--- src/rtl/pipelined_barrel_shifter.sv ---
// ============================================================================
// Module   : pipelined_barrel_shifter
// Brief    : Granular rotate/shift unit with a configurable register cadence
//            and a valid/ready stream handshake.
// Revision : 1.0
// ============================================================================
`default_nettype none

module pipelined_barrel_shifter #(
    parameter int WIDTH              = 32,
    parameter int SHIFTBITS_PER_STEP = 1,
    parameter int STAGES_PER_REG     = 1,
    parameter int TAG_WIDTH          = 4
) (
    input  logic                                         clk,
    input  logic                                         reset_n,
    input  logic                                         in_valid,
    output logic                                         in_ready,
    input  logic [WIDTH-1:0]                             in_data,
    input  logic [$clog2(WIDTH/SHIFTBITS_PER_STEP)-1:0]  in_amount,
    input  logic [1:0]                                   in_mode,
    input  logic [TAG_WIDTH-1:0]                         in_tag,
    output logic                                         out_valid,
    input  logic                                         out_ready,
    output logic [WIDTH-1:0]                             out_data,
    output logic [TAG_WIDTH-1:0]                         out_tag
);

    localparam int c_AMT_BITS = $clog2(WIDTH / SHIFTBITS_PER_STEP);
    localparam int c_STAGES   = c_AMT_BITS;
    localparam int c_SPR      = (STAGES_PER_REG == 0) ? 1 : STAGES_PER_REG;
    localparam int c_LAT      = (STAGES_PER_REG == 0) ? 0 :
                                (c_STAGES + STAGES_PER_REG - 1) / STAGES_PER_REG;

    function automatic logic [WIDTH-1:0] bitReverse(input logic [WIDTH-1:0] x);
        logic [WIDTH-1:0] r;
        for (int b = 0; b < WIDTH; b++) begin
            r[b] = x[WIDTH-1-b];
        end
        return r;
    endfunction

    logic [WIDTH-1:0]      w_data   [0:c_STAGES];
    logic                  w_valid  [0:c_STAGES];
    logic [TAG_WIDTH-1:0]  w_tag    [0:c_STAGES];
    logic [1:0]            w_mode   [0:c_STAGES];
    logic [c_AMT_BITS-1:0] w_amount [0:c_STAGES-1];
    logic                  w_sign   [0:c_STAGES-1];
    logic                  w_advance;

    // Rotate-left reuses the right-rotate network between two bit reversals.
    assign w_data[0]   = (in_mode == 2'b01) ? bitReverse(in_data) : in_data;
    assign w_valid[0]  = in_valid;
    assign w_tag[0]    = in_tag;
    assign w_mode[0]   = in_mode;
    assign w_amount[0] = in_amount;
    assign w_sign[0]   = in_data[WIDTH-1];

    for (genvar i = 0; i < c_STAGES; i++) begin : g_stage
        localparam int c_SHIFT = (2 ** i) * SHIFTBITS_PER_STEP;
        localparam bit c_REG   = (STAGES_PER_REG != 0) &&
                                 ((((i + 1) % c_SPR) == 0) || (i == c_STAGES - 1));

        logic [WIDTH-1:0] w_shifted;
        logic             w_fill;

        always_comb begin
            w_fill    = w_mode[i][0] & w_sign[i];
            w_shifted = w_data[i];
            if (w_amount[i][i]) begin
                if (w_mode[i][1]) begin
                    w_shifted = {{c_SHIFT{w_fill}}, w_data[i][WIDTH-1:c_SHIFT]};
                end else begin
                    w_shifted = {w_data[i][c_SHIFT-1:0], w_data[i][WIDTH-1:c_SHIFT]};
                end
            end
        end

        if (c_REG) begin : g_reg
            logic [WIDTH-1:0]     r_data;
            logic                 r_valid;
            logic [TAG_WIDTH-1:0] r_tag;
            logic [1:0]           r_mode;

            always_ff @(posedge clk) begin
                if (!reset_n) begin
                    r_data  <= '0;
                    r_valid <= 1'b0;
                    r_tag   <= '0;
                    r_mode  <= 2'b00;
                end else if (w_advance) begin
                    r_data  <= w_shifted;
                    r_valid <= w_valid[i];
                    r_tag   <= w_tag[i];
                    r_mode  <= w_mode[i];
                end
            end

            assign w_data[i+1]  = r_data;
            assign w_valid[i+1] = r_valid;
            assign w_tag[i+1]   = r_tag;
            assign w_mode[i+1]  = r_mode;

            // Amount and sign are only needed by the stages still ahead.
            if (i < c_STAGES - 1) begin : g_carry
                logic [c_AMT_BITS-1:0] r_amount;
                logic                  r_sign;

                always_ff @(posedge clk) begin
                    if (!reset_n) begin
                        r_amount <= '0;
                        r_sign   <= 1'b0;
                    end else if (w_advance) begin
                        r_amount <= w_amount[i];
                        r_sign   <= w_sign[i];
                    end
                end

                assign w_amount[i+1] = r_amount;
                assign w_sign[i+1]   = r_sign;
            end
        end else begin : g_comb
            assign w_data[i+1]  = w_shifted;
            assign w_valid[i+1] = w_valid[i];
            assign w_tag[i+1]   = w_tag[i];
            assign w_mode[i+1]  = w_mode[i];

            if (i < c_STAGES - 1) begin : g_carry
                assign w_amount[i+1] = w_amount[i];
                assign w_sign[i+1]   = w_sign[i];
            end
        end
    end

    assign out_valid = w_valid[c_STAGES];
    assign out_tag   = w_tag[c_STAGES];
    assign out_data  = (w_mode[c_STAGES] == 2'b01) ? bitReverse(w_data[c_STAGES])
                                                   : w_data[c_STAGES];

    if (c_LAT == 0) begin : g_ready_comb
        assign in_ready = out_ready;
    end else begin : g_ready_pipe
        assign in_ready = out_ready | ~out_valid;
    end

    assign w_advance = in_ready;

endmodule

`default_nettype wire

--- config.mk ---
export PLATFORM = sky130hd
export DESIGN_NAME = pipelined_barrel_shifter
export DESIGN_NICKNAME = d
export VERILOG_FILES = /design/src/rtl/pipelined_barrel_shifter.sv
export SDC_FILE = /design/constraint.sdc
export NUM_CORES = 1
export LEC_CHECK = 0
export ABC_CLOCK_PERIOD_IN_PS = 1700
export CAP_MARGIN = 30
export CORE_MARGIN = 5
export CORE_UTILIZATION = 58
export DETAILED_ROUTE_END_ITERATION = 8
export GPL_ROUTABILITY_DRIVEN = 0
export GPL_TIMING_DRIVEN = 1
export PLACE_DENSITY = 0.87
export SKIP_CTS_REPAIR_TIMING = 1
export SYNTH_ARGS = -nofsm -noshare
export SYNTH_HDL_FRONTEND = slang
export SYNTH_SLANG_ARGS = --single-unit
--- constraint.sdc ---
create_clock -name clk -period 1.7 [get_ports clk]
set_clock_uncertainty 0.05 [all_clocks]
set_input_delay 0.34 -clock clk [delete_from_list [all_inputs] [get_ports clk]]
set_output_delay 0.34 -clock clk [all_outputs]
set_load 0.01 [all_outputs]
==> reports/qor.txt, run 1 <==
================================================================================
Number of antenna violations at the first check in global routing              0
Synthesized-area fraction occupied by xor and xnor cells                  0.173%
Initial Util                                                               58.8%
Post-synthesis mux area share                                              14.4%
Ys async rst share                                                            0%
DR pass1 iterations                                                            5
Max Clock Freq                                                           492 MHz
Vias per cell                                                               5.94
Power per unit of standard cell area                                 915 mW/mm^2
Total routed wirelength                                                  25.1 mm
Via count of the first global-routing pass                                 8,300
Max capacitance violation total                                                0
Failing checks                                                      setup timing
Run status                                                          complete, but fails checks
Worst ir drop on vdd                                                      702 uV
Worst-path clk slew                                                        60 ps
Setup repair after global routing missed its margin                         true
Yosys reg bits                                                               209
Fraction of the cycle the final worst path needs                            120%
Die height                                                                142 um
Number of nets produced by synthesis                                       1,183
Top fanout value on the critical path                                          7
Number of library cell types mapped by synthesis                              31
Maximum clock insertion buffer count                                           3
Residual DRC count                                                             0
Arrival @ worst endpoint                                                 1640 ps
Leakage power of the design                                           0.00606 uW
Antenna viol nets, final                                                       0
Complex-gate fraction of the synthesized area                              21.3%
Diodes inserted                                                                0
Core area                                                            0.0172 mm^2
Detailed Place HPWL                                                      16.7 mm
Minimum hold slack                                                        213 ps
Synthesis-to-layout area growth                                            23.7%
Die extent in x                                                           142 um
Post-Route Setup TNS                                                    -8900 ps
TritonCTS clock tree                                                         yes
Cell chosen for the clock root                                      sky130_fd_sc_hd__clkbuf_16
Setup slack of the critical path after layout                            -334 ps
Category of the worst setup path capture point                       output port
Adder-Cell Fraction of Synth Area                                             0%
Shortest clock period the worst path allows after layout                 2030 ps
Number of top-level pins                                                      85
EDFF count, synth                                                              0
Clock Sink Count                                                             209
Most common cell after layout, fill and taps aside                  sky130_fd_sc_hd__nand2_1
Count of input and output buffers                                             84
Number of nets in the layout                                               1,259
Min-Delay Path Class                                                primary input to register
Number of buffers added by the clock tree synthesis step                      22
Largest family of logic cells by synthesized area                   compound AO/OA/AOI/OAI gates
WHS Path Cells                                                                 2
Post-synthesis instance area                                         0.0101 mm^2
Sequential-to-total area share from yosys stat                             41.3%
Category of the most critical setup path                            register to output port
Grt ovf                                                                        0
Setup violation total in the final timing report                              32
Relative slew slack                                                        78.4%
Initial drt markers                                                          699
R2r worst-path depth                                                           6
Final core area utilization                                                72.7%
Count of yosys warnings during synthesis                                       0
Commonest cells after routing, fill and taps aside                  312 x sky130_fd_sc_hd__nand2_1, 203 x sky130_fd_sc_hd__dfxtp_1, 114 x sky130_fd_sc_hd__mux2i_1, 102 x sky130_fd_sc_hd__o211a_1, 88 x sky130_fd_sc_hd__a21boi_0
Simple-gate area share of the yosys netlist                                18.0%
Htree depth                                                                    1
Pin slew with the least headroom to its limit                             315 ps
Crit start category                                                     register
Gate count after technology mapping                                        1,136
Pin count of the biggest net entering global routing                          55
Hold violation count in the final report                                       0
Overall power after layout                                             11,500 uW
Global router's overall resource usage                                     24.1%
Ys flop type                                                        sky130_fd_sc_hd__dfxtp_1
Std cell rows                                                                 48
Average footprint of a synthesized cell                                8.91 um^2
Total vias in the final route                                              8,620
Pins Over Slew Limit                                                           0
Share of layout cells above drive strength 1                               15.6%
First-pass GRT wire length                                               41.1 mm
Post-detailed-route wirelength per cell                                  17.3 um
Die outline area                                                     0.0202 mm^2
Data required, critical path                                             1310 ps
Clock network latency to the later pin of the worst-skew pair             500 ps
================================================================================
-- cells by family (layout without fill, tap and decap cells) --
| logic type | Yosys count | in the layout |
|---|---|---|
| multiplexers | 127 | 127 |
| AND/OR/NAND/NOR | 438 | 438 |
| flip-flops | 209 | 209 |
| AO/OA/AOI/OAI | 254 | 254 |
| buffers and inverters | 106 | 195 |
| XOR/XNOR | 2 | 2 |
-- layer usage --
metal | part of all wire, % | GRT usage, % | vias to the layer above
met5 | 0 | 0 | -
met4 | 2.7 | 8.28 | 0
met3 | 6.1 | 3.60 | 58
met2 | 49 | 41.1 | 309
met1 | 42 | 31.5 | 4105
li1 | - | - | 4148
-- layout make-up --
class / count / area [um^2]
Clock inverter: 3 / 65.1
Timing Repair Buffer: 157 / 1710
Tap cell: 225 / 282
Fill cell: 1198 / 4710
Multi-Input combinational cell: 821 / 5580
Sequential cell: 209 / 4190
Clock buffer: 34 / 687
Inverter: 1 / 11.3
-- path summary, 6_finish.rpt --
check,start,end,slack (ps)
worst min-delay path,reset_n,g_stage[0].g_reg.r_data[18],210
worst max-delay path,g_stage[4].g_reg.r_mode[0],out_data[22],-330
worst min register to register,out_tag[2],out_tag[2],410
worst max register to register,out_valid,g_stage[0].g_reg.r_data[22],220
-- through the flow --
step                setup WS, ps  area (um^2)  cells
floorplan                    173        10100   1136
global placement            -301        11600   1405
detailed placement          -388        11600   1405
CTS                         -661        12300   1442
global route                -395        12500   1450
finish                      -334        12500   1450
-- critical path, cell delays in order, from the launching register on --
cell	delay, ps
sky130_fd_sc_hd__dfxtp_2	330
sky130_fd_sc_hd__nor2b_4	290
sky130_fd_sc_hd__buf_12	170
sky130_fd_sc_hd__buf_6	100
sky130_fd_sc_hd__nand2_1	60
sky130_fd_sc_hd__nand2_2	80
sky130_fd_sc_hd__buf_6	100
-- sequential cells by signal, summed over array words and instances (netlist names) --
signal	count
out_tag	4
g_stage.g_reg.r_data	160
g_stage.g_reg.r_valid	4
out_valid	1
g_stage.g_reg.g_carry.r_sign	4
g_stage.g_reg.g_carry.r_amount	10
g_stage.g_reg.r_mode	10
g_stage.g_reg.r_tag	16
-- where the power goes --
| part | switching, uW | internal (uW) |
|---|---|---|
| registers | 222 | 5140 |
| clock network | 1870 | 3060 |
| logic | 549 | 623 |
-- Yosys cell counts (all sizes together), types with 2 or more instances --
library cell,number,area share (%)
nand3b,2,0.15
nand2b,33,2.0
o211ai,31,2.3
nand2,346,13
dfxtp,209,41
o221ai,13,1.1
a21boi,91,6.8
nor2b,7,0.51
nor2,2,0.074
buf,50,2.8
nand3,48,2.4
mux4,13,3.2
o211a,102,10
o21ai,2,0.099
clkbuf,55,2.0
a21oi,9,0.44
mux2i,114,11
a22oi,4,0.30
No activity file was read; power rests on OpenSTA's default activity.
==> inputs of run 2 (changes only) <==
--- a/config.mk
+++ b/config.mk
@@ -6,13 +6,12 @@
 export NUM_CORES = 1
 export LEC_CHECK = 0
 export ABC_CLOCK_PERIOD_IN_PS = 1700
-export CAP_MARGIN = 30
 export CORE_MARGIN = 5
-export CORE_UTILIZATION = 58
+export CORE_UTILIZATION = 57
 export DETAILED_ROUTE_END_ITERATION = 8
 export GPL_ROUTABILITY_DRIVEN = 0
 export GPL_TIMING_DRIVEN = 1
-export PLACE_DENSITY = 0.87
+export PLACE_DENSITY = 0.86
 export SKIP_CTS_REPAIR_TIMING = 1
 export SYNTH_ARGS = -nofsm -noshare
 export SYNTH_HDL_FRONTEND = slang
==> run 2 against run 1 <==
The run still ends with setup timing left. Setup slack worse by 51 ps. Design area decreased by 1.5%. Sequential power about the same. Non-clock buffer count shrank 1. Utilization is 1.6 points lower. Clock power is 4.3% lower. Cell count barely moved. Via count down 0.81%. Sequential cell count did not move. Count of clock-buffer cells in the layout is 1 lower. Global-route usage fell by 1.2 points. Highest routed layer unchanged.
==> reports/qor.txt, run 2 (synthesis gave the netlist of run 1 again) <==
================================================================================
Run status                                                          complete, but fails checks
Failing checks                                                      setup timing
Category of the worst setup path capture point                       output port
Htree depth                                                                    1
Initial drt markers                                                          653
Hold violation count in the final report                                       0
Final core area utilization                                                71.1%
Power per unit of standard cell area                                 911 mW/mm^2
Max Clock Freq                                                           480 MHz
Post-Place Setup Slack                                                   -369 ps
Count of input and output buffers                                             84
Setup slack of the critical path after layout                            -385 ps
Overall power after layout                                             11,200 uW
Fraction of the cycle the final worst path needs                            123%
Detailed Place HPWL                                                      16.4 mm
Total vias in the final route                                              8,550
Residual DRC count                                                             0
Commonest cells after routing, fill and taps aside                  336 x sky130_fd_sc_hd__nand2_1, 203 x sky130_fd_sc_hd__dfxtp_1, 114 x sky130_fd_sc_hd__mux2i_1, 102 x sky130_fd_sc_hd__o211a_1, 88 x sky130_fd_sc_hd__a21boi_0
Number of flip-flops in the largest register                                 160
TritonCTS clock tree                                                         yes
Number of antenna violations at the first check in global routing              0
Via count of the first global-routing pass                                 8,099
Number of buffers added by the clock tree synthesis step                      22
Most common cell after layout, fill and taps aside                  sky130_fd_sc_hd__nand2_1
Number of top-level pins                                                      85
Diodes inserted                                                                0
Clock network latency to the later pin of the worst-skew pair             500 ps
Die extent in x                                                           143 um
Pins Over Slew Limit                                                           0
Maximum clock insertion buffer count                                           3
Die outline area                                                     0.0205 mm^2
Core area                                                            0.0174 mm^2
Post-detailed-route wirelength per cell                                  16.9 um
Top fanout value on the critical path                                          7
Minimum hold slack                                                        225 ps
Clock Sink Count                                                             209
Grt ovf                                                                        0
Leakage power of the design                                           0.00595 uW
Biggest regs                                                        g_stage.g_reg.r_data: 160 flops, g_stage.g_reg.r_tag: 16 flops
Pin slew with the least headroom to its limit                             488 ps
Post-Route Setup TNS                                                    -8710 ps
Min-Delay Path Class                                                primary input to register
Category of the most critical setup path                            register to output port
Data required, critical path                                             1310 ps
Initial Util                                                               58.3%
Synthesis-to-layout area growth                                            21.8%
Relative slew slack                                                        67.4%
Number of nets in the layout                                               1,258
Worst ir drop on vdd                                                      784 uV
Arrival @ worst endpoint                                                 1700 ps
FILL cells                                                                 1,241
Pin count of the biggest net entering global routing                          61
Setup violation total in the final timing report                              32
Vias per cell                                                               5.89
Shortest clock period the worst path allows after layout                 2090 ps
Global router's overall resource usage                                     22.9%
Setup repair after global routing missed its margin                         true
Die height                                                                143 um
Worst-path clk slew                                                        60 ps
Std cell rows                                                                 48
Cell chosen for the clock root                                      sky130_fd_sc_hd__clkbuf_16
Antenna viol nets, final                                                       0
First-pass GRT wire length                                               39.6 mm
Share of layout cells above drive strength 1                               13.7%
Total routed wirelength                                                  24.5 mm
Crit start category                                                     register
Max capacitance violation total                                                0
DR pass1 iterations                                                            8
Top reg by flops                                                    g_stage.g_reg.r_data
================================================================================
-- run 2: changes by cell type in the layout (fill, tap and decap cells not counted), sizes merged --
cell	change
buf	-11
clkinv	+3
inv	+1
clkbuf	+9
bufinv	-1
-- run 2: routing by layer --
metal | global-route usage (%) | vias to the layer above | part of all wire, %
met5 | 0 | - | 0
met4 | 6.39 | 0 | 2.2
met3 | 3.49 | 47 | 5.3
met2 | 39.5 | 252 | 49
met1 | 30.1 | 4098 | 44
li1 | - | 4153 | -
-- run 2: through the flow --
stage | instance area, um^2 | std cells
3_3_place_gp | 11500 | 1398
2_1_floorplan | 10100 | 1136
4_1_cts | 12200 | 1437
6_report | 12300 | 1451
3_5_place_dp | 11500 | 1398
5_1_grt | 12300 | 1451
-- run 2: area by class of cell --
cell class | instances | area, um^2 | share of cell area [%]
well taps | 225 | 282 | 2.28
repair buffers | 156 | 1620 | 13.1
multi-input cells | 821 | 5510 | 44.7
clock inverters | 6 | 58.8 | 0.477
flip-flops and latches | 209 | 4190 | 34.0
inverters | 1 | 11.3 | 0.0913
clock buffers | 33 | 663 | 5.37
-- run 2: power breakdown --
part	total, uW	switching, uW	internal, uW	leakage [uW]
Combinational	1150	534	621	0.00388
Sequential	5360	221	5140	0.00171
Clock	4720	1870	2850	0.000360
Total	11200	2630	8610	0.00595
-- run 2: worst max-delay path, cell delays in order (launching register included) --
cell and delay [ps]:
sky130_fd_sc_hd__dfxtp_4 350, sky130_fd_sc_hd__nor2b_4 130, sky130_fd_sc_hd__buf_6 110, sky130_fd_sc_hd__buf_12 110, sky130_fd_sc_hd__buf_8 130, sky130_fd_sc_hd__buf_6 120, sky130_fd_sc_hd__nand2_2 60, sky130_fd_sc_hd__nand2_2 60
sky130_fd_sc_hd__buf_6 120
-- run 2: final timing paths --
kind | cells past startpoint | from | to | slack [ps]
max | 8 | g_stage[4].g_reg.r_mode[0] | out_data[5] | -390
min | 2 | reset_n | g_stage[0].g_reg.r_data[18] | 230
max reg2reg | 6 | out_valid | g_stage[2].g_reg.r_data[28] | 90
min reg2reg | 2 | out_tag[2] | out_tag[2] | 410
